**config.mk**
```make
export PLATFORM = sky130hd
export DESIGN_NAME = stage_sequencer
export DESIGN_NICKNAME = d
export VERILOG_FILES = /design/src/rtl/lib_operation_pkg.sv /design/src/rtl/stage_sequencer_sat_counter.sv /design/src/rtl/stage_sequencer.sv
export SDC_FILE = /design/constraint.sdc
export NUM_CORES = 1
export LEC_CHECK = 0
export CAP_MARGIN = 5
export CORE_MARGIN = 8
export CORE_UTILIZATION = 35
export CTS_CLUSTER_SIZE = 24
export DETAILED_ROUTE_END_ITERATION = 16
export PLACE_DENSITY = 0.8
export SYNTH_ARGS = -nofsm -noshare
export SYNTH_HDL_FRONTEND = slang
export SYNTH_SLANG_ARGS = --single-unit
```
**constraint.sdc**
```tcl
create_clock -name clk -period 1.75 [get_ports clk]
set_input_delay 0.175 -clock clk [delete_from_list [all_inputs] [get_ports clk]]
set_output_delay 0.175 -clock clk [all_outputs]
set_load 0.03 [all_outputs]
```
**src/rtl/lib_operation_pkg.sv**
```systemverilog
// Shared stage-sequencing definitions: classic stage indices, default sizing and next-stage helper.
package lib_operation;

    typedef enum logic [1:0] {
        FETCH    = 2'd0,
        DECODE   = 2'd1,
        EXECUTE  = 2'd2,
        MEMSTORE = 2'd3
    } stage_e;

    localparam int unsigned DEF_N_STAGES = 4;
    localparam int unsigned DEF_CNT_W    = 8;
    localparam int unsigned PERF_CNT_W   = 32;

    // Stage reached by an advance from a legal stage; 0 means the instruction retires.
    function automatic int unsigned next_stage_idx(
        input int unsigned stage,
        input int unsigned n,
        input logic        skip,
        input int unsigned skip_from
    );
        if (stage >= n - 1)                   return 0;
        else if (skip && (stage == skip_from)) return 0;
        else                                  return stage + 1;
    endfunction

    function automatic logic stage_legal(input int unsigned stage, input int unsigned n);
        return stage < n;
    endfunction

endpackage

```
**src/rtl/stage_sequencer_sat_counter.sv**
```systemverilog
// Saturating up-counter with synchronous clear; holds when neither clear nor increment is asserted.
module sat_counter #(
    parameter int unsigned W = 8
) (
    input  logic         clk,
    input  logic         rst_n,
    input  logic         i_clr,
    input  logic         i_inc,
    output logic [W-1:0] o_cnt
);

    logic [W-1:0] r_cnt;

    // Clear wins over increment; increment stops at all-ones.
    always_ff @(posedge clk or negedge rst_n) begin
        if (!rst_n) begin
            r_cnt <= '0;
        end else if (i_clr) begin
            r_cnt <= '0;
        end else if (i_inc && (r_cnt != {W{1'b1}})) begin
            r_cnt <= r_cnt + W'(1);
        end
    end

    assign o_cnt = r_cnt;

endmodule

```
**src/rtl/stage_sequencer.sv**
```systemverilog
// Parametrised multicycle stage controller: walks N_STAGES stages with stall, early retire and flush.
// Optional performance counters enabled by defining STAGE_SEQUENCER_PERF_EN.
module stage_sequencer
    import lib_operation::*;
#(
    parameter int unsigned N_STAGES  = DEF_N_STAGES,
    parameter int unsigned SKIP_FROM = 32'(EXECUTE),
    parameter int unsigned CNT_W     = DEF_CNT_W,
    localparam int unsigned STAGE_W  = (N_STAGES > 1) ? $clog2(N_STAGES) : 1
) (
    input  logic                  clk,
    input  logic                  rst_n,
    input  logic                  i_en,
    input  logic                  i_stall,
    input  logic                  i_done,
    input  logic                  i_skip,
    input  logic                  i_flush,
    output logic [STAGE_W-1:0]    o_stage,
    output logic [N_STAGES-1:0]   o_stage_oh,
    output logic                  o_enter,
    output logic                  o_retire,
    output logic [CNT_W-1:0]      o_stage_cycles,
    output logic [PERF_CNT_W-1:0] o_instr_cnt,
    output logic [PERF_CNT_W-1:0] o_stall_cnt
);

    logic [STAGE_W-1:0]  r_stage;
    logic [N_STAGES-1:0] r_stage_oh;
    logic                r_enter;
    logic                r_retire;

    logic [STAGE_W-1:0]  w_stage_nxt;
    logic [STAGE_W-1:0]  w_adv_idx;
    logic                w_legal;
    logic                w_enter_nxt;
    logic                w_retire_nxt;
    logic                w_cnt_clr;
    logic                w_cnt_inc;

    assign w_legal   = stage_legal(32'(r_stage), N_STAGES);
    assign w_adv_idx = STAGE_W'(next_stage_idx(32'(r_stage), N_STAGES, i_skip, SKIP_FROM));

    // State register: stage index with its one-hot and entry/retire flags.
    always_ff @(posedge clk or negedge rst_n) begin
        if (!rst_n) begin
            r_stage    <= '0;
            r_stage_oh <= N_STAGES'(1);
            r_enter    <= 1'b1;
            r_retire   <= 1'b0;
        end else begin
            r_stage    <= w_stage_nxt;
            r_stage_oh <= N_STAGES'(1) << w_stage_nxt;
            r_enter    <= w_enter_nxt;
            r_retire   <= w_retire_nxt;
        end
    end

    // Next-state: illegal index recovery, then flush > stall > advance > hold, all gated by i_en.
    always_comb begin
        w_stage_nxt  = r_stage;
        w_enter_nxt  = 1'b0;
        w_retire_nxt = 1'b0;
        w_cnt_clr    = 1'b0;
        w_cnt_inc    = 1'b0;
        if (!w_legal) begin
            w_stage_nxt = '0;
            w_enter_nxt = 1'b1;
            w_cnt_clr   = 1'b1;
        end else if (i_en) begin
            if (i_flush) begin
                w_stage_nxt = '0;
                w_enter_nxt = 1'b1;
                w_cnt_clr   = 1'b1;
            end else if (i_stall) begin
                w_cnt_inc = 1'b1;
            end else if (i_done) begin
                w_stage_nxt  = w_adv_idx;
                w_enter_nxt  = 1'b1;
                w_retire_nxt = (w_adv_idx == '0);
                w_cnt_clr    = 1'b1;
            end else begin
                w_cnt_inc = 1'b1;
            end
        end
    end

    sat_counter #(
        .W (CNT_W)
    ) u_stage_cycles (
        .clk   (clk),
        .rst_n (rst_n),
        .i_clr (w_cnt_clr),
        .i_inc (w_cnt_inc),
        .o_cnt (o_stage_cycles)
    );

`ifdef STAGE_SEQUENCER_PERF_EN
    logic [PERF_CNT_W-1:0] r_instr_cnt;
    logic [PERF_CNT_W-1:0] r_stall_cnt;
    logic                  w_stall_evt;

    assign w_stall_evt = w_legal & i_en & ~i_flush & i_stall;

    // Free-running 32-bit event counters; wrap silently.
    always_ff @(posedge clk or negedge rst_n) begin
        if (!rst_n) begin
            r_instr_cnt <= '0;
            r_stall_cnt <= '0;
        end else begin
            if (w_retire_nxt) r_instr_cnt <= r_instr_cnt + PERF_CNT_W'(1);
            if (w_stall_evt)  r_stall_cnt <= r_stall_cnt + PERF_CNT_W'(1);
        end
    end

    assign o_instr_cnt = r_instr_cnt;
    assign o_stall_cnt = r_stall_cnt;
`else
    assign o_instr_cnt = '0;
    assign o_stall_cnt = '0;
`endif

    assign o_stage    = r_stage;
    assign o_stage_oh = r_stage_oh;
    assign o_enter    = r_enter;
    assign o_retire   = r_retire;

endmodule

```
==> implementation parameters <==
Parameter                              Value

Routing
  Overall routed net length    ~2.4 mm
  Antenna-violating nets left    0
  DRT Pass-1 Iters    4
  Via Count    between 800 and 900
  Detailed-route vias per instance    around 4
  Final routed wire length divided by cell count    between 10 and 15 um
  Detailed router's first-iteration violation count    70
  Number of remaining DRC errors    0

Power
  Switching Fraction    0.424
  Clock power share    0.231
  Switching power of the nets    0.454 mW
  Internal Dissipation    0.617 mW
  Pwr/cell area    808 nW/um^2
  Static Leakage    0.644 nW
  Combinational share of power    0.366
  Total power consumption of the routed design    between 1 and 1.5 mW
  Flop pwr share    0.403
  IR drop worst, VDD    ~0.19 mV

Logic synthesis
  Most frequently used flop master after synthesis    sky130_fd_sc_hd__dfrtp_1
  Post-synth EDFFs    0
  Synthesized instance count    approximately 140
  Proportion of netlist area held by the largest area contributor    0.383
  Total number of yosys warnings    0
  Flop and latch count out of synthesis    16
  Netlist cell types    35
  Combined area of all synthesized cells    approximately 1300 um^2
  Leading post-synthesis cells by cell area    sky130_fd_sc_hd__buf_4, sky130_fd_sc_hd__dfrtp_1, sky130_fd_sc_hd__dfstp_2
  Most numerous cell types in the synthesized netlist    sky130_fd_sc_hd__buf_4, sky130_fd_sc_hd__dfrtp_1, sky130_fd_sc_hd__a31oi_1, sky130_fd_sc_hd__nand2_1
  Async S/R FF share, synth    1.00
  Largest area contributor in the netlist    sky130_fd_sc_hd__buf_4
  Sequential element share of the synthesized area    0.321
  Synthesized area per cell    around 9.1 um^2
  Most frequent cell after synthesis    sky130_fd_sc_hd__buf_4

Setup path
  Worst-path maximum fanout    10
  Cell type group with the largest total delay on the critical path    buffers and inverters
  CP arrival    between 1.5 and 2 ns
  Critical Path Start Type    flip-flop
  Ordered list of cells on the worst path    clkdlybuf4s50_1
  Category of the worst setup path capture point    output pin
  Worst setup path start    o_stage[0]
  Beginning of the worst register-to-register path    u_stage_cycles.o_cnt[0]
  Slowest stage cell on the critical path    sky130_fd_sc_hd__clkdlybuf4s50_1
  Slowest Stage Delay on Critical Path    ~0.72 ns
  Required time reported for the critical path endpoint    about 1.6 ns
  Category of the critical setup timing path    reg2out
  Number of buffer and inverter instances along the worst setup path    1

Job
  Count of maximum capacitance violations    0

Die
  Number of placement rows    21
  Floorplan core area    between 3000 and 4000 um^2
  Total Die Area    around 5800 um^2
  Initial Util    0.370
  Num ports    87
  DIE WIDTH    ~76 um
  Die outline height    75.9 um

Cells and area
  Non-filler instance count after layout    between 200 and 250
  Register Area    between 400 and 500 um^2
  Number of inserted filler cells in the final layout    354
  Antenna diode count    0
  Fraction of final layout cells sized beyond drive strength 1    0.0798
  Final net count    172
  Synth-to-layout area growth    5.58%
  Area used by multi-input combinational logic    around 600 um^2

STA
  Total setup violations reported at the end of the flow    0
  Clock tree skew after final layout    around 0.0011 ns
  Slew at the pin with the worst max-slew slack    roughly 0.50 ns
  Worst relative slew slack    0.667
  Final TNS setup    0 ns
  Fmax achieved    between 500 and 600 MHz
  Setup repair after global routing missed its margin    no
  Fraction of the cycle the final worst path needs    0.961
  Fin. Hold Viols    0
  Minimum clock period    about 1.7 ns
  Final count of pins violating max slew    0

Clock network
  Quantity of hold-fixing buffers added after cts    0
  Maximum count of clock buffers along a single path    2
  Post-cts gate resize count    0
  Count of buffers added by post-CTS timing repair for setup    0
  Number of CTS-inserted buffers    3
  Sinks on the clock net    16
  Worst skew pair latency    0.29 ns
  Clock tree from TritonCTS    built
  H-tree depth    1
  Clk pin slew, worst setup/hold paths    about 0.1 ns
  CTS root buf    sky130_fd_sc_hd__clkbuf_4

GRT
  Via count of the first global-routing pass    around 810
  Total GRT Usage    0.0757
  Pin count of the biggest net entering global routing    17
  Global route total overflow    0
  Antenna violations before repair    0
  Wire length of the first global-routing pass    between 3 and 4 mm

Placed design
  Last weighted congestion value of the routability-driven placer    0.790
  Final HPWL from detailed placement    approximately 2 mm
  Number of placed instances, taps included    205
  I/O Buffers    22

Status
  Status    finished, final reports clean

Min path
  Worst min-delay path category    in2async
[power by group through the flow]
stage               registers (mW)  clock network (mW)  logic, mW
floorplan                    0.488                   0      0.351
global placement             0.440                   0      0.385
detailed placement           0.440                   0      0.388
CTS                          0.432               0.258      0.388
global route                 0.437               0.273      0.417
finish                       0.432               0.247      0.391
[state kept, by name, indices dropped and copies added, names as in the netlist]
| signal | cells |
|---|---|
| o_stage | 2 |
| o_retire | 1 |
| u_stage_cycles.o_cnt | 8 |
| o_stage_oh | 4 |
| o_enter | 1 |
[per-stage QoR]
stage	area, um^2	setup WS, ns	util	hold WS, ns
finish	1330	0.0683	0.391	0.198
CTS	1330	0.0503	0.391	0.196
detailed placement	1290	0.0147	0.380	0.518
global placement	1290	0.0913	0.380	0.513
global route	1330	0.00482	0.391	0.201
floorplan	1490	0.255	-	-0.121
[kinds of logic (layout without fill, tap and decap cells)]
kind of cell,count (synthesis),count (layout),synth area share
buffers and inverters,67,29,0.398
other,1,64,0.00299
and+or+nand+nor,27,27,0.131
DFF,16,16,0.321
adders and majority gates,1,1,0.00997
AOI/OAI and AO/OA,26,26,0.138
[cells in the final DEF (no fill, tap or decap), drive strengths merged]
cell type	Yosys	layout
ha	1	1
o21a	2	2
a21boi	1	1
clkdlybuf4s50	0	22
nand3	2	2
or3b	1	1
o31ai	1	1
dfstp	2	2
and3	2	2
a31oi	7	7
nand4bb	1	1
buf	65	2
and2	2	2
nor2	3	3
and4	2	2
nor3	1	1
a21oi	5	5
o211ai	1	1
nand4	2	2
nand2	6	6
clkbuf	1	4
nor2b	3	3
a22o	1	1
nand3b	1	1
nand2b	1	1
a311oi	1	1
dfrtp	14	14
inv	1	1
conb	1	64
o21ai	7	7
[routing by layer]
metal  GRT usage  wire length (um)  part of all wire
met1      0.0872               945              0.39
met2       0.120              1200              0.50
met3      0.0158               215             0.089
met4      0.0576                43             0.018
met5           0                 0                 0
[layout make-up]
type | count | share of cell area
Clock buffer | 4 | 0.0274
Sequential cell | 16 | 0.304
Timing Repair Buffer | 24 | 0.178
Multi-Input combinational cell | 118 | 0.445
Tap cell | 46 | 0.0434
Inverter | 1 | 0.00283
[worst paths after layout]
| kind | to | slack [ns] | depth (start not counted) |
|---|---|---|---|
| setup reg to reg | u_stage_cycles.o_cnt[0] | 0.30 | 5 |
| max in group asynchronous | o_stage_oh[0] | 1.31 | 2 |
| hold reg to reg | u_stage_cycles.o_cnt[0] | 0.56 | 1 |
| hold / removal | o_stage[1] | 0.20 | 2 |
| setup / recovery | o_stage[0] | 0.07 | 1 |
| min in group clk | o_stage[0] | 0.56 | 3 |
No activity file was read; power rests on OpenSTA's default activity.
